===== src/rtl/sync_fifo_ext_if.sv =====
// Bus bundle between a FIFO user (master) and sync_fifo_ext (slave).
interface sync_fifo_ext_if #(
    parameter int DATA_W = 64,
    parameter int DEPTH  = 16
);
    localparam int LVL_W = $clog2(DEPTH + 1);

    logic              clr;
    logic [DATA_W-1:0] din;
    logic              wr_en;
    logic              rd_en;
    logic [DATA_W-1:0] dout;
    logic              dout_valid;
    logic              full;
    logic              empty;
    logic              almost_full;
    logic              almost_empty;
    logic [LVL_W-1:0]  level;
    logic              overflow;
    logic              underflow;

    modport master (
        output clr, din, wr_en, rd_en,
        input  dout, dout_valid, full, empty, almost_full, almost_empty,
               level, overflow, underflow
    );

    modport slave (
        input  clr, din, wr_en, rd_en,
        output dout, dout_valid, full, empty, almost_full, almost_empty,
               level, overflow, underflow
    );
endinterface


===== src/rtl/sync_fifo_ext.sv =====
// Synchronous FIFO with arbitrary depth, registered or first-word-fall-through
// read, almost-full/almost-empty thresholds and sticky overflow/underflow.
module sync_fifo_ext #(
    parameter int DATA_W   = 64,
    parameter int DEPTH    = 16,
    parameter int FWFT     = 0,
    parameter int AF_LEVEL = DEPTH - 2,
    parameter int AE_LEVEL = 2
) (
    input logic           clk,
    input logic           rst_n,
    sync_fifo_ext_if.slave bus
);
    localparam int PTR_W = (DEPTH > 1) ? $clog2(DEPTH) : 1;
    localparam int LVL_W = $clog2(DEPTH + 1);

    localparam logic [PTR_W-1:0] PTR_LAST = PTR_W'(DEPTH - 1);
    localparam logic [LVL_W-1:0] LVL_FULL = LVL_W'(DEPTH);
    localparam logic [LVL_W-1:0] LVL_AF   = LVL_W'(AF_LEVEL);
    localparam logic [LVL_W-1:0] LVL_AE   = LVL_W'(AE_LEVEL);

    logic [DATA_W-1:0] mem_q [DEPTH];

    logic [PTR_W-1:0]  wr_ptr_q, wr_ptr_d;
    logic [PTR_W-1:0]  rd_ptr_q, rd_ptr_d;
    logic [LVL_W-1:0]  level_q, level_d;
    logic [DATA_W-1:0] dout_q, dout_d;
    logic              dout_valid_q, dout_valid_d;
    logic              overflow_q, overflow_d;
    logic              underflow_q, underflow_d;

    logic              empty_w;
    logic              full_w;
    logic              wr_acc;
    logic              rd_acc;
    logic [DATA_W-1:0] dout_w;

    // Status comes only from the registered level; clr suppresses both ports.
    assign empty_w = (level_q == '0);
    assign full_w  = (level_q == LVL_FULL);
    assign wr_acc  = bus.wr_en && !full_w && !bus.clr;
    assign rd_acc  = bus.rd_en && !empty_w && !bus.clr;

    // In FWFT mode the head word is shown directly; once empty, the last
    // shown word is held in dout_q so dout never glitches to stale memory.
    assign dout_w = ((FWFT != 0) && !empty_w) ? mem_q[rd_ptr_q] : dout_q;

    // Next-state for pointers, level, read data and sticky error flags.
    always_comb begin
        wr_ptr_d     = wr_ptr_q;
        rd_ptr_d     = rd_ptr_q;
        level_d      = level_q;
        dout_d       = dout_q;
        dout_valid_d = 1'b0;
        overflow_d   = overflow_q;
        underflow_d  = underflow_q;

        if (bus.clr) begin
            wr_ptr_d    = '0;
            rd_ptr_d    = '0;
            level_d     = '0;
            overflow_d  = 1'b0;
            underflow_d = 1'b0;
        end else begin
            if (wr_acc) begin
                wr_ptr_d = (wr_ptr_q == PTR_LAST) ? '0 : wr_ptr_q + 1'b1;
            end
            if (rd_acc) begin
                rd_ptr_d = (rd_ptr_q == PTR_LAST) ? '0 : rd_ptr_q + 1'b1;
            end
            case ({wr_acc, rd_acc})
                2'b10:   level_d = level_q + 1'b1;
                2'b01:   level_d = level_q - 1'b1;
                default: level_d = level_q;
            endcase
            if (bus.wr_en && full_w) begin
                overflow_d = 1'b1;
            end
            if (bus.rd_en && empty_w) begin
                underflow_d = 1'b1;
            end
            if (FWFT == 0) begin
                dout_valid_d = rd_acc;
            end
        end

        if (FWFT != 0) begin
            dout_d = dout_w;
        end else if (rd_acc) begin
            dout_d = mem_q[rd_ptr_q];
        end
    end

    // Control state registers, cleared asynchronously.
    always_ff @(posedge clk or negedge rst_n) begin
        if (!rst_n) begin
            wr_ptr_q     <= '0;
            rd_ptr_q     <= '0;
            level_q      <= '0;
            dout_q       <= '0;
            dout_valid_q <= 1'b0;
            overflow_q   <= 1'b0;
            underflow_q  <= 1'b0;
        end else begin
            wr_ptr_q     <= wr_ptr_d;
            rd_ptr_q     <= rd_ptr_d;
            level_q      <= level_d;
            dout_q       <= dout_d;
            dout_valid_q <= dout_valid_d;
            overflow_q   <= overflow_d;
            underflow_q  <= underflow_d;
        end
    end

    // Storage array; deliberately has no reset so it maps onto plain RAM.
    always_ff @(posedge clk) begin
        if (wr_acc) begin
            mem_q[wr_ptr_q] <= bus.din;
        end
    end

    assign bus.dout         = dout_w;
    assign bus.dout_valid   = (FWFT != 0) ? !empty_w : dout_valid_q;
    assign bus.full         = full_w;
    assign bus.empty        = empty_w;
    assign bus.almost_full  = (level_q >= LVL_AF);
    assign bus.almost_empty = (level_q <= LVL_AE);
    assign bus.level        = level_q;
    assign bus.overflow     = overflow_q;
    assign bus.underflow    = underflow_q;
endmodule


===== src/flat_wrapper.sv =====
// flat-port wrapper written by rule: the top's interface ports become plain ports
module sync_fifo_ext_flat 
#(
    parameter int DATA_W   = 64,
    parameter int DEPTH    = 16,
    parameter int FWFT     = 0,
    parameter int AF_LEVEL = DEPTH - 2,
    parameter int AE_LEVEL = 2
)
  (clk, rst_n, bus_clr, bus_din, bus_wr_en, bus_rd_en, bus_dout, bus_dout_valid, bus_full, bus_empty, bus_almost_full, bus_almost_empty, bus_level, bus_overflow, bus_underflow);
  sync_fifo_ext_if #(.DATA_W(DATA_W), .DEPTH(DEPTH)) bus_i ();
  input logic clk;
  input logic rst_n;
  input wire logic [$bits(bus_i.clr)-1:0] bus_clr;
  input wire logic [$bits(bus_i.din)-1:0] bus_din;
  input wire logic [$bits(bus_i.wr_en)-1:0] bus_wr_en;
  input wire logic [$bits(bus_i.rd_en)-1:0] bus_rd_en;
  output wire logic [$bits(bus_i.dout)-1:0] bus_dout;
  output wire logic [$bits(bus_i.dout_valid)-1:0] bus_dout_valid;
  output wire logic [$bits(bus_i.full)-1:0] bus_full;
  output wire logic [$bits(bus_i.empty)-1:0] bus_empty;
  output wire logic [$bits(bus_i.almost_full)-1:0] bus_almost_full;
  output wire logic [$bits(bus_i.almost_empty)-1:0] bus_almost_empty;
  output wire logic [$bits(bus_i.level)-1:0] bus_level;
  output wire logic [$bits(bus_i.overflow)-1:0] bus_overflow;
  output wire logic [$bits(bus_i.underflow)-1:0] bus_underflow;
  assign bus_i.clr = bus_clr;
  assign bus_i.din = bus_din;
  assign bus_i.wr_en = bus_wr_en;
  assign bus_i.rd_en = bus_rd_en;
  assign bus_dout = bus_i.dout;
  assign bus_dout_valid = bus_i.dout_valid;
  assign bus_full = bus_i.full;
  assign bus_empty = bus_i.empty;
  assign bus_almost_full = bus_i.almost_full;
  assign bus_almost_empty = bus_i.almost_empty;
  assign bus_level = bus_i.level;
  assign bus_overflow = bus_i.overflow;
  assign bus_underflow = bus_i.underflow;
  sync_fifo_ext #(.DATA_W(DATA_W), .DEPTH(DEPTH), .FWFT(FWFT), .AF_LEVEL(AF_LEVEL), .AE_LEVEL(AE_LEVEL)) u_core (.clk(clk), .rst_n(rst_n), .bus(bus_i));
endmodule

===== config.mk =====
export PLATFORM = sky130hd
export DESIGN_NAME = sync_fifo_ext_flat
export DESIGN_NICKNAME = d
export VERILOG_FILES = /design/src/rtl/sync_fifo_ext_if.sv /design/src/rtl/sync_fifo_ext.sv /design/src/flat_wrapper.sv
export SDC_FILE = /design/constraint.sdc
export NUM_CORES = 1
export LEC_CHECK = 0
export CAP_MARGIN = 20
export CORE_MARGIN = 2
export CORE_UTILIZATION = 60
export DETAILED_ROUTE_END_ITERATION = 16
export PLACE_DENSITY = 0.89
export SYNTH_ARGS = -nofsm -noshare
export SYNTH_HDL_FRONTEND = slang
export SYNTH_SLANG_ARGS = --single-unit

===== constraint.sdc =====
create_clock -name clk -period 8.45 [get_ports clk]
set_input_delay 2.535 -clock clk [delete_from_list [all_inputs] [get_ports clk]]
set_output_delay 2.535 -clock clk [all_outputs]
set_load 0.03 [all_outputs]

# Word-level counts from Yosys, hierarchy flattened
# Memories as Yosys holds them, arrays and structs flattened. A register that Yosys moved wholly into a read port is not among the register bits.
# Index checks and enable logic that the tools add are counted.
totals:
  ram_bits: 1024
  mem_count: 1
  register_bits: 16
  in_bits: 69
  elab_cells: 49
classes:
  reduce_logical: 16
  muxes: 15
  magnitude_cmp: 2
  eq_ne: 5
  addsub: 4
mem_list:
  columns: ["memory", "depth", "width", "rd", "rd_clocked_by_memory_dff", "wr", "line", "source"]
  rows:
  - ["u_core.mem_q", 16, 64, 1, 1, 1, "sync_fifo_ext.sv:22", "logic [DATA_W-1:0] mem_q [DEPTH];"]
ops:
  columns: ["cell", "n"]
  rows:
  - ["two-way mux 4 bit", 6]
  - ["one-hot mux 5 bit (2 select lines)", 1]
  - ["adder 4 x 1 -> 4 bit, second input constant", 2]
  - ["equality test 4 bit, second input constant", 2]
  - ["nonzero test 2 bit", 4]
  - ["two-way mux 1 bit", 7]
  - ["logical AND 1 bit", 6]
  - ["adder 5 x 1 -> 5 bit, second input constant", 1]
  - ["equality test 5 bit, second input constant", 1]
  - ["greater-or-equal comparator 5 x 4 -> 1 bit, second input constant", 1]
  - ["<= comparator 5 x 2 -> 1 bit, second input constant", 1]
  - ["logical NOT 5 bit", 1]
  - ["two-way mux 5 bit", 1]
  - ["subtractor 5 x 1 -> 5 bit, second input constant", 1]
  - ["logical NOT 1 bit", 4]
  - ["nonzero test 3 bit", 1]
  - ["equality test 2 x 1 -> 1 bit, second input constant", 1]
  - ["equality test 2 bit, second input constant", 1]

# Depth between registers and ports, before layout
# Gate-level depths: netlist (run 1).
depth:
  word_depth: 7
  ltp_mapped: 11
  mapped_depth_nobuf: 10

# Worst setup path before layout (run 1)
# Ideal clock, no wire load.
synth_path:
  path_kind: "input port to flip-flop"
  start: "input port bus_wr_en"
  end: "memory u_core.mem_q[0][0] (enable)"
  required_time_ps: 7885
  path_slack_ps: 293
  setup_time_ps: 565
  arrival_time_ps: 7593
  cell_stages: 5
  cell_sequence: "clkbuf_1 > nand2_1 > nor2_1 > nand2_1 > nor3_1"
synth_via:
  elab_chain_len: 4
synth_rtl:
  columns: ["item", "line", "source"]
  rows:
  - ["start: declaration", "flat_wrapper.sv:16", "input wire logic [$bits(bus_i.wr_en)-1:0] bus_wr_en;"]
  - ["logical AND 1 bit (2 in a row)", "sync_fifo_ext.sv:41", "assign wr_acc = bus.wr_en && !full_w && !bus.clr;"]
  - ["two-way mux 1 bit", "sync_fifo_ext.sv:117", "if (wr_acc) begin"]
  - ["two-way mux 1 bit (implied by the code)", "sync_fifo_ext.sv:118", "mem_q[wr_ptr_q] <= bus.din;"]
  - ["end: declaration", "sync_fifo_ext.sv:22", null]
# Every way passes these cells.

# Worst setup path in the final report (run 1)
layout_path:
  start: "input port bus_wr_en"
  end: "memory u_core.mem_q[11][11] (enable)"
# The elaborated chain is that of the path after synthesis.

==> impl_table.tex, run 1 <==
\begin{tabular}{lr}
\hline
Metric & Value \\
\hline
\multicolumn{2}{l}{\textbf{Outcome}} \\
Result of the run & finished, final reports clean \\
\multicolumn{2}{l}{\textbf{Power and ir drop}} \\
Cell Pwr Density & roughly 290 nW/um\^{}2 \\
Switching part of the total & between 20\% and 30\% \\
Total power & 14.1 mW \\
LEAKAGE & approximately 15 nW \\
Maximum ir drop on the vdd rail & approximately 0.27 mV \\
Internal power summed over all cells & about 10 mW \\
Proportion of power drawn by combinational gates & approximately 20\% \\
Sequential share of power & $\sim$46\% \\
Net load switching power & around 3.7 mW \\
Clock network fraction of design power & 34.9\% \\
\multicolumn{2}{l}{\textbf{Setup path}} \\
CP Launch Type & input port \\
Path depth of the worst reg2reg path & 7 \\
Cell mode on critical path & sky130\_fd\_sc\_hd\_\_nand2\_1 \\
Biggest cell delay along the critical path & between 0.7 and 0.8 ns \\
Reg-to-reg startpoint & u\_core.bus.level[1] \\
Arrival time of data at the critical path endpoint & between 5 and 6 ns \\
Worst reg-to-reg setup slack & around 4.7 ns \\
CP max FO & 51 \\
CP Data Required Time & between 8 and 9 ns \\
Max stage delay cell, worst path & sky130\_fd\_sc\_hd\_\_buf\_4 \\
Crit-path cells & clkdlybuf4s50\_1 -> nand2\_1 -> nor2\_1 -> nand2\_1 -> nor2\_4 -> buf\_4 \\
Startpoint-to-endpoint class of the critical path & input port to flip-flop \\
Worst r2r dst & u\_core.mem\_q[11][11] \\
CP Capture Type & flip-flop \\
\multicolumn{2}{l}{\textbf{Yosys}} \\
Mapped Avg Cell Area & 24.8 um\^{}2 \\
Cells after Synth & approximately 1700 \\
Syn Std Cell Area & approximately 42000 um\^{}2 \\
Adder-cell area share of the yosys netlist & less than 1\% \\
Net count after synthesis & 1768 \\
Post-synthesis mux area share & between 10\% and 20\% \\
Synth cell types & 38 \\
Fraction of the mapped netlist area in simple logic gates & 0.720\% \\
Xor and xnor area share after synthesis & less than 1\% \\
Seq/Total Area, Yosys & around 78\% \\
Compound-Gate Fraction of Synth Area & less than 1\% \\
Number of enable flip-flop cells after synthesis & between 1000 and 1500 \\
Yosys reg bits & $\sim$1100 \\
Total of warnings raised by yosys & 0 \\
Top FF cell, synth & sky130\_fd\_sc\_hd\_\_edfxtp\_1 \\
Largest family of logic cells by synthesized area & multiplexers \\
Share of synthesized flip-flops with an asynchronous set or reset & just over 7\% \\
\multicolumn{2}{l}{\textbf{Min path}} \\
Worst hold path endpoint & u\_core.bus.dout[37] \\
Count of cells along the worst hold path & 1 \\
Hold/Removal Path Class & flip-flop to flip-flop \\
Hold path start & u\_core.bus.dout[37] \\
\multicolumn{2}{l}{\textbf{Clocking}} \\
Gates resized, CTS repair & 0 \\
Clock sink count & 1104 \\
Total of hold buffers inserted after clock tree synthesis & 0 \\
Clk buf depth & 3 \\
TritonCTS Buffers & 103 \\
Post-CTS setup buffers & 0 \\
H-tree lvl count & 3 \\
TritonCTS clock tree & built \\
Latest clock arrival within the worst-skew pair & $\sim$0.68 ns \\
Clock-pin transition on the worst setup and hold timing paths & $\sim$0.06 ns \\
Clock root buffer master & sky130\_fd\_sc\_hd\_\_clkbuf\_16 \\
\multicolumn{2}{l}{\textbf{Final layout}} \\
Most frequent cells in the layout & sky130\_fd\_sc\_hd\_\_edfxtp\_1 (1024), sky130\_fd\_sc\_hd\_\_mux4\_2 (320), sky130\_fd\_sc\_hd\_\_clkdlybuf4s50\_1 (143), sky130\_fd\_sc\_hd\_\_clkbuf\_16 (105), sky130\_fd\_sc\_hd\_\_dfrtp\_1 (76) \\
Ratio of cells with drive above 1 in the final layout & 30.8\% \\
Area growth, synth to finish & 14.7\% \\
Most common cell after layout, fill and taps aside & sky130\_fd\_sc\_hd\_\_edfxtp\_1 \\
Final Net Count & 1961 \\
\multicolumn{2}{l}{\textbf{Global routing}} \\
Maximum number of pins on one net before global-route repair & $\sim$130 \\
Wire length of the first global-routing pass & approximately 150000 um \\
Aggregate global-route resource usage & 30.2\% \\
Total grt overflow & 0 \\
Number of global-route vias before repair & 20700 \\
Number of antenna violations at the first check in global routing & 6 \\
\multicolumn{2}{l}{\textbf{Drt}} \\
Remaining DRCs & 0 \\
Detailed Route Iter0 Violations & around 3200 \\
Total Wirelength & 106000 um \\
Routed via count & roughly 21000 \\
Total iterations of the first detailed-routing run & 7 \\
Via density & about 7.1 \\
Number of nets still failing antenna checks after routing & 0 \\
Final routed wire length divided by cell count & around 36 um \\
\multicolumn{2}{l}{\textbf{Placed design}} \\
Detailed Place HPWL & between 50000 and 60000 um \\
I/O Buffers & between 100 and 150 \\
Weighted congestion reported at the end of routability-driven placement & 0.836 \\
\multicolumn{2}{l}{\textbf{Floorplanning}} \\
Die Y-Extent & approximately 270 um \\
Die outline width & $\sim$270 um \\
Number of I/O pins & roughly 150 \\
Number of rows created at floorplan & 96 \\
Area enclosed by the die boundary & 71900 um\^{}2 \\
Core Footprint & 68800 um\^{}2 \\
Starting density of the core & 60.9\% \\
\multicolumn{2}{l}{\textbf{Timing}} \\
Endpoints failing setup & 0 \\
Final worst-path cycle share & 65.1\% \\
Pin slew with the least headroom to its limit & roughly 1.2 ns \\
Maximum operating frequency & 0.182 GHz \\
Max-slew headroom at the worst pin & $\sim$23\% \\
Unrepaired setup endpoints after global routing & false \\
Post-layout min period & 5.50 ns \\
Worst Skew & 0.0291 ns \\
Setup tns final & 0 ns \\
Final number of hold-violating endpoints & 0 \\
Post-route worst hold slack & around 0.50 ns \\
Max-slew violation total from the final report & 0 \\
\multicolumn{2}{l}{\textbf{Flow run}} \\
Maximum capacitance violations & 0 \\
\hline
\end{tabular}
-- metrics by stage --
stage	worst slack (ns)	utilization [%]	area, um^2	instances
CTS	2.75	69.7	47900	2904
detailed placement	2.24	64.5	44400	2708
finish	2.95	69.8	48000	2911
global route	2.94	69.8	48000	2909
global placement	2.54	64.4	44400	2707
floorplan	0.293	-	41900	1692
-- per-layer routing --
layer,wire (um),global-route usage [%],part of all wire [%],up-vias
li1,-,-,-,7653
met1,37500,43.0,36,10800
met2,52600,48.3,50,1886
met3,11700,5.48,11,257
met4,3780,10.6,3.6,2
met5,8,0,0.0076,-
-- worst max-delay path: cells and delay by family --
| family | cells | cell delay [ns] |
|---|---|---|
| and+or+nand+nor | 4 | 1.70 |
| buffers and inverters | 2 | 1.42 |
-- cell families (layout without fill, tap and decap cells) --
family | count (synthesis) | in the layout
fa+ha+maj | 7 | 7
compound gates | 31 | 31
flops | 1104 | 1104
other cells | 0 | 4
mux | 387 | 387
simple gates | 63 | 63
xor+xnor | 6 | 6
buf+inv | 94 | 378
-- power by group through the flow --
stage | logic (mW) | clock network [mW] | registers [mW]
finish | 2.75 | 4.92 | 6.42
global route | 2.86 | 5.13 | 6.44
CTS | 2.75 | 4.95 | 6.42
detailed placement | 2.66 | 0 | 6.51
global placement | 2.58 | 0 | 6.50
floorplan | 1.54 | 0 | 6.78
-- synthesized netlist by cell type, drive strengths merged (2+ instances only) --
cell    instances  area share (%)
nor3b           2           0.036
and2            2           0.030
nand2          14            0.13
nand3           6           0.072
edfxtp       1024              73
nor3            4           0.048
xnor2           2           0.042
ha              7            0.21
nand2b          2           0.030
a31oi           3           0.045
or4             2           0.036
dfrtp          80             4.8
o21ai           6           0.072
mux2           65             1.7
mux4          320              17
o221a           2           0.054
inv             6           0.054
xor2            4           0.084
nor2           27            0.24
a311oi          2           0.042
clkbuf         36            0.32
mux2i           2           0.048
a21oi          12            0.14
buf            52            0.92
-- worst max path at each step --
| stage | from | end | slack [ns] | cells after the start |
|---|---|---|---|---|
| 6_report | bus_wr_en | u_core.mem_q[11][11] | 2.95 | 6 |
| 5_1_grt | bus_clr | u_core.mem_q[10][13] | 2.94 | 5 |
| 4_1_cts | bus_clr | u_core.mem_q[12][45] | 2.75 | 5 |
| 3_5_place_dp | bus_clr | u_core.mem_q[12][59] | 2.24 | 5 |
| 3_3_place_gp | bus_clr | u_core.mem_q[4][10] | 2.54 | 5 |
| 2_1_floorplan | bus_wr_en | u_core.mem_q[0][0] | 0.29 | 5 |
-- area by class of cell --
| class | instances | area (um^2) |
|---|---|---|
| Tap cell | 931 | 1160 |
| Timing Repair Buffer | 176 | 1800 |
| Sequential cell | 1104 | 32800 |
| Multi-Input combinational cell | 494 | 8710 |
| Clock inverter | 72 | 797 |
| Fill cell | 3561 | 20800 |
| Antenna cell | 4 | 10.0 |
| Clock buffer | 124 | 2770 |
| Inverter | 6 | 22.5 |
-- registers in the layout (all words and copies together), names as in the netlist --
signal	cells
u_core.bus.dout	64
u_core.bus.dout_valid	1
u_core.bus.level	5
u_core.bus.overflow	1
u_core.bus.underflow	1
u_core.mem_q	1024
u_core.rd_ptr_q	4
u_core.wr_ptr_q	4
No activity file was read; power rests on OpenSTA's default activity.
==> run 2, diff against run 1 <==
--- a/config.mk
+++ b/config.mk
@@ -7,9 +7,9 @@
 export LEC_CHECK = 0
 export CAP_MARGIN = 20
 export CORE_MARGIN = 2
-export CORE_UTILIZATION = 60
+export CORE_UTILIZATION = 55
 export DETAILED_ROUTE_END_ITERATION = 16
-export PLACE_DENSITY = 0.89
+export PLACE_DENSITY = 0.87
 export SYNTH_ARGS = -nofsm -noshare
 export SYNTH_HDL_FRONTEND = slang
 export SYNTH_SLANG_ARGS = --single-unit
==> constraint.sdc (replaced) <==
create_clock -name clk -period 4.45 [get_ports clk]
set_input_delay 1.335 -clock clk [delete_from_list [all_inputs] [get_ports clk]]
set_output_delay 1.335 -clock clk [all_outputs]
set_load 0.03 [all_outputs]
==> run 2 against run 1 <==
Effect of this change:
- clock skew shrank 0.0088 ns
- combinational power grew 89%
- sequential power grew 92%
- hold slack gained 0.00063 ns
- die area grew 9.0%
==> impl_table.tex, run 2 (synthesis gave the netlist of run 1 again) <==
\begin{tabular}{lr}
\hline
Metric & Value \\
\hline
\multicolumn{2}{l}{\textbf{Setup path}} \\
CP Data Required Time & 3.12 ns \\
CP Launch Type & flip-flop \\
Startpoint-to-endpoint class of the critical path & flip-flop to primary output \\
Arrival time of data at the critical path endpoint & approximately 3 ns \\
CP Capture Type & primary output \\
CP Launch Point & u\_core.bus.level[1] \\
Worst reg-to-reg setup slack & 1.41 ns \\
Path depth of the worst reg2reg path & 4 \\
CP max FO & 11 \\
Reg-to-reg startpoint & u\_core.rd\_ptr\_q[0] \\
Worst setup path end & bus\_full \\
Worst r2r dst & u\_core.bus.dout[27] \\
\multicolumn{2}{l}{\textbf{Drt}} \\
Number of nets still failing antenna checks after routing & 0 \\
Total iterations of the first detailed-routing run & 6 \\
Final routed wire length divided by cell count & 35.0 um \\
Total Wirelength & 104000 um \\
Detailed Route Iter0 Violations & approximately 2500 \\
Remaining DRCs & 0 \\
Routed via count & 20200 \\
Via density & 6.82 \\
\multicolumn{2}{l}{\textbf{Final layout}} \\
Final Net Count & slightly below 2000 \\
Area growth, synth to finish & 15.5\% \\
Ratio of cells with drive above 1 in the final layout & about 31\% \\
Flip-flop count of the largest register, all copies and words added & just over 1000 \\
Final non-filler cell area & between 40000 and 50000 um\^{}2 \\
Largest reg by FF count & u\_core.mem\_q \\
Fill cells & around 4400 \\
Most frequent cells in the layout & sky130\_fd\_sc\_hd\_\_edfxtp\_1 (1024), sky130\_fd\_sc\_hd\_\_mux4\_2 (320), sky130\_fd\_sc\_hd\_\_clkdlybuf4s50\_1 (143), sky130\_fd\_sc\_hd\_\_clkbuf\_16 (103), sky130\_fd\_sc\_hd\_\_dfrtp\_1 (76) \\
Most common cell after layout, fill and taps aside & sky130\_fd\_sc\_hd\_\_edfxtp\_1 \\
\multicolumn{2}{l}{\textbf{Timing}} \\
Final worst-path cycle share & between 90 and 100\% \\
Post-layout min period & between 4 and 5 ns \\
Worst setup margin & roughly 0.13 ns \\
Maximum operating frequency & 0.231 GHz \\
Unrepaired setup endpoints after global routing & false \\
Max-slew headroom at the worst pin & 34.1\% \\
Final number of hold-violating endpoints & 0 \\
Post-route worst hold slack & approximately 0.50 ns \\
Pin slew with the least headroom to its limit & approximately 0.99 ns \\
Max-slew violation total from the final report & 0 \\
Endpoints failing setup & 0 \\
Worst Skew & $\sim$0.020 ns \\
\multicolumn{2}{l}{\textbf{Placed design}} \\
I/O Buffers & approximately 140 \\
Detailed Place HPWL & a little over 50000 um \\
Worst setup timing slack at the placement stage & around 0.33 ns \\
Weighted congestion reported at the end of routability-driven placement & roughly 0.77 \\
Cell area after placement & around 45000 um\^{}2 \\
\multicolumn{2}{l}{\textbf{Clocking}} \\
Clk buf depth & 3 \\
Post-CTS setup buffers & 0 \\
TritonCTS clock tree & built \\
TritonCTS Buffers & a little over 100 \\
Total of hold buffers inserted after clock tree synthesis & 0 \\
Clock-pin transition on the worst setup and hold timing paths & about 0.06 ns \\
Latest clock arrival within the worst-skew pair & around 0.69 ns \\
Clock root buffer master & sky130\_fd\_sc\_hd\_\_clkbuf\_16 \\
H-tree lvl count & 3 \\
Gates resized, CTS repair & 0 \\
Clock sink count & between 1000 and 1500 \\
\multicolumn{2}{l}{\textbf{Flow run}} \\
Maximum capacitance violations & 0 \\
\multicolumn{2}{l}{\textbf{Power and ir drop}} \\
Sequential share of power & a little under half \\
Internal power summed over all cells & 19.5 mW \\
Net load switching power & between 7 and 8 mW \\
Proportion of power drawn by combinational gates & approximately a fifth \\
Cell Pwr Density & $\sim$550 nW/um\^{}2 \\
Clock network fraction of design power & 34.1\% \\
Switching part of the total & a little over a quarter \\
LEAKAGE & between 10 and 15 nW \\
Maximum ir drop on the vdd rail & between 0.4 and 0.5 mV \\
\multicolumn{2}{l}{\textbf{Global routing}} \\
Wire length of the first global-routing pass & roughly 150000 um \\
Total grt overflow & 0 \\
Maximum number of pins on one net before global-route repair & 65 \\
Number of global-route vias before repair & between 20000 and 25000 \\
Aggregate global-route resource usage & a little over a quarter \\
Number of antenna violations at the first check in global routing & 2 \\
\multicolumn{2}{l}{\textbf{Floorplanning}} \\
Die outline width & between 200 and 300 um \\
Area enclosed by the die boundary & a little under 80000 um\^{}2 \\
Die Y-Extent & 280 um \\
Core Footprint & around 76000 um\^{}2 \\
Number of I/O pins & approximately 150 \\
Starting density of the core & 55.3\% \\
Number of rows created at floorplan & 101 \\
\multicolumn{2}{l}{\textbf{Outcome}} \\
Result of the run & finished, final reports clean \\
\multicolumn{2}{l}{\textbf{Min path}} \\
Hold/Removal Path Class & flip-flop to flip-flop \\
\hline
\end{tabular}
-- run 2: cell count changes in the layout (fill, tap and decap cells not counted), sizes merged --
cell / change
bufinv: -4
diode: -3
buf: +15
clkbuf: +11
inv: -1
clkinv: -9
clkinvlp: -2
-- run 2: critical path: stages (launching register included) --
cell and delay (ns):
sky130_fd_sc_hd__dfrtp_1 0.53, sky130_fd_sc_hd__nor4_4 0.47, sky130_fd_sc_hd__nand2_1 0.19, sky130_fd_sc_hd__inv_1 0.36
sky130_fd_sc_hd__clkdlybuf4s50_1 0.75
-- run 2: final cells by class --
cell class	count	area [um^2]	share of cell area, %
Antenna cell	1	2.50	0.00517
Clock buffer	135	2810	5.80
Clock inverter	56	648	1.34
Inverter	6	22.5	0.0466
Multi-Input combinational cell	494	8740	18.1
Sequential cell	1104	32800	67.7
Tap cell	978	1220	2.53
Timing Repair Buffer	191	2160	4.47
-- run 2: power groups by stage --
stage	sequential, mW	combinational (mW)	clock [mW]
6_report	12.3	5.20	9.03
5_1_grt	12.3	5.45	9.45
4_1_cts	12.3	5.25	9.11
3_5_place_dp	12.4	5.13	0
3_3_place_gp	12.4	4.95	0
2_1_floorplan	12.9	2.92	0
-- run 2: through the flow --
| step | utilization [%] | power, mW | TNS (ns) | cells |
|---|---|---|---|---|
| 5_1_grt | 63.9 | 27.2 | 0 | 2964 |
| 3_5_place_dp | 59.3 | 17.6 | 0 | 2773 |
| 2_1_floorplan | - | 15.8 | -738.90 | 1692 |
| 4_1_cts | 63.9 | 26.6 | 0 | 2964 |
| 6_report | 63.9 | 26.5 | 0 | 2965 |
| 3_3_place_gp | 59.3 | 17.3 | 0 | 2772 |
-- run 2: how the worst min path moves through the flow --
stage                               from                   end  cells past startpoint
floorplan             u_core.wr_ptr_q[0]    u_core.wr_ptr_q[0]                      2
global placement     u_core.bus.dout[43]   u_core.bus.dout[43]                      1
detailed placement  u_core.bus.underflow  u_core.bus.underflow                      2
CTS                 u_core.bus.underflow  u_core.bus.underflow                      2
global route         u_core.bus.dout[53]   u_core.bus.dout[53]                      1
finish               u_core.bus.dout[54]   u_core.bus.dout[54]                      1
-- run 2: per-layer routing --
layer / share of wire, % / global-route usage (%) / vias to the layer above
met5: 0.013 / 0 / -
met4: 3.6 / 9.72 / 2
met3: 9.8 / 6.74 / 282
met2: 51 / 45.2 / 1498
met1: 36 / 35.3 / 10800
li1: - / - / 7672
==> run 3, diff against run 2 <==
--- a/config.mk
+++ b/config.mk
@@ -5,7 +5,6 @@
 export SDC_FILE = /design/constraint.sdc
 export NUM_CORES = 1
 export LEC_CHECK = 0
-export CAP_MARGIN = 20
 export CORE_MARGIN = 2
 export CORE_UTILIZATION = 55
 export DETAILED_ROUTE_END_ITERATION = 16
==> run 3 against run 2 <==
Effect of this change:
- cell area is essentially flat
- final cell count is essentially flat
- count of clock-buffer cells in the layout grew 6
- combinational power is essentially flat
- maximum frequency grew 2.0%
- via count grew 0.49%
- flip-flop and latch count is the same
- first-iteration DRC count grew 15%
- largest power group unchanged
==> impl_table.tex, run 3 (synthesis gave the netlist of run 1 again) <==
\begin{tabular}{lr}
\hline
Metric & Value \\
\hline
\multicolumn{2}{l}{\textbf{Drt}} \\
Number of nets still failing antenna checks after routing & 0 \\
Total iterations of the first detailed-routing run & 7 \\
Detailed Route Iter0 Violations & between 2000 and 3000 \\
Via density & slightly below 7 \\
Routed via count & slightly above 20000 \\
Final routed wire length divided by cell count & between 30 and 40 um \\
Remaining DRCs & 0 \\
Total Wirelength & between 100000 and 150000 um \\
\multicolumn{2}{l}{\textbf{Floorplanning}} \\
Core Footprint & between 70000 and 80000 um\^{}2 \\
Number of I/O pins & 145 \\
Starting density of the core & $\sim$55\% \\
Number of rows created at floorplan & approximately 100 \\
Die outline width & roughly 280 um \\
Area enclosed by the die boundary & slightly below 80000 um\^{}2 \\
Die Y-Extent & 280 um \\
\multicolumn{2}{l}{\textbf{Timing}} \\
Unrepaired setup endpoints after global routing & false \\
Endpoints failing setup & 0 \\
Worst Skew & around 0.027 ns \\
Final number of hold-violating endpoints & 0 \\
Max-slew headroom at the worst pin & about an eighth \\
Final worst-path cycle share & between 90\% and 100\% \\
Post-layout min period & approximately 4.2 ns \\
Maximum operating frequency & approximately 0.24 GHz \\
Max-slew violation total from the final report & 0 \\
Pin slew with the least headroom to its limit & 1.32 ns \\
\multicolumn{2}{l}{\textbf{Final layout}} \\
Most frequent cells in the layout & sky130\_fd\_sc\_hd\_\_edfxtp\_1 (1024), sky130\_fd\_sc\_hd\_\_mux4\_2 (320), sky130\_fd\_sc\_hd\_\_clkdlybuf4s50\_1 (143), sky130\_fd\_sc\_hd\_\_clkbuf\_16 (102), sky130\_fd\_sc\_hd\_\_dfrtp\_1 (76) \\
Ratio of cells with drive above 1 in the final layout & 30.9\% \\
Largest reg by FF count & u\_core.mem\_q \\
Register cell area after layout & about 33000 um\^{}2 \\
Cell Count, Final, Fillers Out & between 2000 and 3000 \\
Fill cells & $\sim$4400 \\
Final Net Count & between 1500 and 2000 \\
Most common cell after layout, fill and taps aside & sky130\_fd\_sc\_hd\_\_edfxtp\_1 \\
Final non-filler cell area & $\sim$48000 um\^{}2 \\
Area growth, synth to finish & 15.5\% \\
Flip-flop count of the largest register, all copies and words added & 1024 \\
Area occupied by multi-input gates & $\sim$8700 um\^{}2 \\
\multicolumn{2}{l}{\textbf{Clocking}} \\
Clk buf depth & 3 \\
Clock sink count & about 1100 \\
Clock-pin transition on the worst setup and hold timing paths & 0.05 ns \\
Total of hold buffers inserted after clock tree synthesis & 0 \\
Post-CTS setup buffers & 0 \\
TritonCTS clock tree & built \\
H-tree lvl count & 3 \\
Gates resized, CTS repair & 0 \\
Latest clock arrival within the worst-skew pair & approximately 0.7 ns \\
Clock root buffer master & sky130\_fd\_sc\_hd\_\_clkbuf\_16 \\
TritonCTS Buffers & between 100 and 150 \\
\multicolumn{2}{l}{\textbf{Setup path}} \\
Worst setup path end & bus\_full \\
Reg-to-reg startpoint & u\_core.rd\_ptr\_q[0] \\
CP max FO & 11 \\
Startpoint-to-endpoint class of the critical path & flip-flop to primary output \\
Max stage delay cell, worst path & sky130\_fd\_sc\_hd\_\_clkdlybuf4s50\_1 \\
CP Launch Point & u\_core.bus.level[1] \\
Biggest cell delay along the critical path & about 0.76 ns \\
Path depth of the worst reg2reg path & 4 \\
CP Launch Type & flip-flop \\
CP Data Required Time & around 3.1 ns \\
Buf+Inv Stages, Crit Path & 2 \\
Kind of cell with the highest combined delay on the critical path & buffers and inverters \\
Arrival time of data at the critical path endpoint & between 2 and 3 ns \\
Crit-path cells & nor4\_4 -> nand2\_1 -> inv\_1 -> clkdlybuf4s50\_1 \\
CP Capture Type & primary output \\
Worst r2r dst & u\_core.bus.dout[29] \\
Worst reg-to-reg setup slack & around 1.4 ns \\
Logic depth of the worst setup path including buffers & 4 \\
\multicolumn{2}{l}{\textbf{Global routing}} \\
Met3 routing resource usage after global routing & 5.16\% \\
Maximum number of pins on one net before global-route repair & 68 \\
Highest-utilization routing layer at the global route stage & met2 \\
Number of global-route vias before repair & 21100 \\
Met1 track demand over resource & 36.6\% \\
Total grt overflow & 0 \\
Number of antenna violations at the first check in global routing & 3 \\
Wire length of the first global-routing pass & approximately 150000 um \\
Aggregate global-route resource usage & between 20\% and 30\% \\
Met2 GRT Util & a little under half \\
\multicolumn{2}{l}{\textbf{Placed design}} \\
Cell area after placement & 44900 um\^{}2 \\
Detailed Place HPWL & 51500 um \\
Post-placement cell count & between 2000 and 3000 \\
I/O Buffers & 144 \\
Weighted congestion reported at the end of routability-driven placement & about 0.77 \\
\multicolumn{2}{l}{\textbf{Power and ir drop}} \\
Total power & about 27 mW \\
LEAKAGE & between 10 and 15 nW \\
Cell Pwr Density & about 550 nW/um\^{}2 \\
Maximum ir drop on the vdd rail & about 0.39 mV \\
\multicolumn{2}{l}{\textbf{Outcome}} \\
Result of the run & finished, final reports clean \\
\multicolumn{2}{l}{\textbf{Flow run}} \\
Maximum capacitance violations & 0 \\
\multicolumn{2}{l}{\textbf{Min path}} \\
Hold/Removal Path Class & flip-flop to flip-flop \\
\hline
\end{tabular}
## run 3: cell count changes in the layout (fill, tap and decap cells not counted), moves of 2 or more
cell,delta
sky130_fd_sc_hd__clkinvlp_4,-2
sky130_fd_sc_hd__clkinv_8,-3
sky130_fd_sc_hd__clkbuf_1,+3
sky130_fd_sc_hd__inv_6,+2
sky130_fd_sc_hd__clkinv_1,+4
sky130_fd_sc_hd__clkbuf_8,+4
sky130_fd_sc_hd__diode_2,+2
sky130_fd_sc_hd__clkinv_2,-9
## run 3: cell type report
class	instances	area share (%)
multi-input cells	494	18.1
clock buffers	141	5.89
clock inverters	50	1.29
flip-flops and latches	1104	67.7
well taps	978	2.53
inverters	6	0.0466
diodes	3	0.0155
repair buffers	190	4.41
## run 3: worst min path at each step
| stage | cells past startpoint | startpoint | end | slack [ns] |
|---|---|---|---|---|
| finish | 2 | u_core.bus.underflow | u_core.bus.underflow | 0.50 |
| global route | 1 | u_core.bus.dout[53] | u_core.bus.dout[53] | 0.52 |
| CTS | 2 | u_core.bus.underflow | u_core.bus.underflow | 0.51 |
| detailed placement | 2 | u_core.bus.underflow | u_core.bus.underflow | 0.49 |
| global placement | 1 | u_core.bus.dout[43] | u_core.bus.dout[43] | 0.49 |
| floorplan | 2 | u_core.wr_ptr_q[0] | u_core.wr_ptr_q[0] | 0.58 |
## run 3: worst register-to-register path: stages (launching register included)
cell	delay [ns]
sky130_fd_sc_hd__dfrtp_4	0.93
sky130_fd_sc_hd__buf_4	0.55
sky130_fd_sc_hd__mux4_2	0.61
sky130_fd_sc_hd__mux4_2	0.53
sky130_fd_sc_hd__mux2_2	0.30
## run 3: power breakdown
| group | internal (mW) | switching (mW) |
|---|---|---|
| clock | 5.21 | 3.92 |
| combinational | 2.57 | 2.65 |
| sequential | 11.8 | 0.455 |
## run 3: stage by stage
step / setup slack (ns) / utilization (%) / hold slack [ns] / TNS [ns]
floorplan: -0.791 / - / 0.578 / -738.90
global placement: 0.516 / 59.3 / 0.491 / 0
detailed placement: 0.342 / 59.3 / 0.494 / 0
CTS: 0.242 / 63.9 / 0.511 / 0
global route: 0.111 / 63.9 / 0.517 / 0
finish: 0.214 / 63.9 / 0.504 / 0
## run 3: routing by layer
layer	vias to the layer above	share of wire (%)
li1	7687	-
met1	10800	36
met2	1563	51
met3	253	9.7
met4	6	3.4
met5	-	0.042
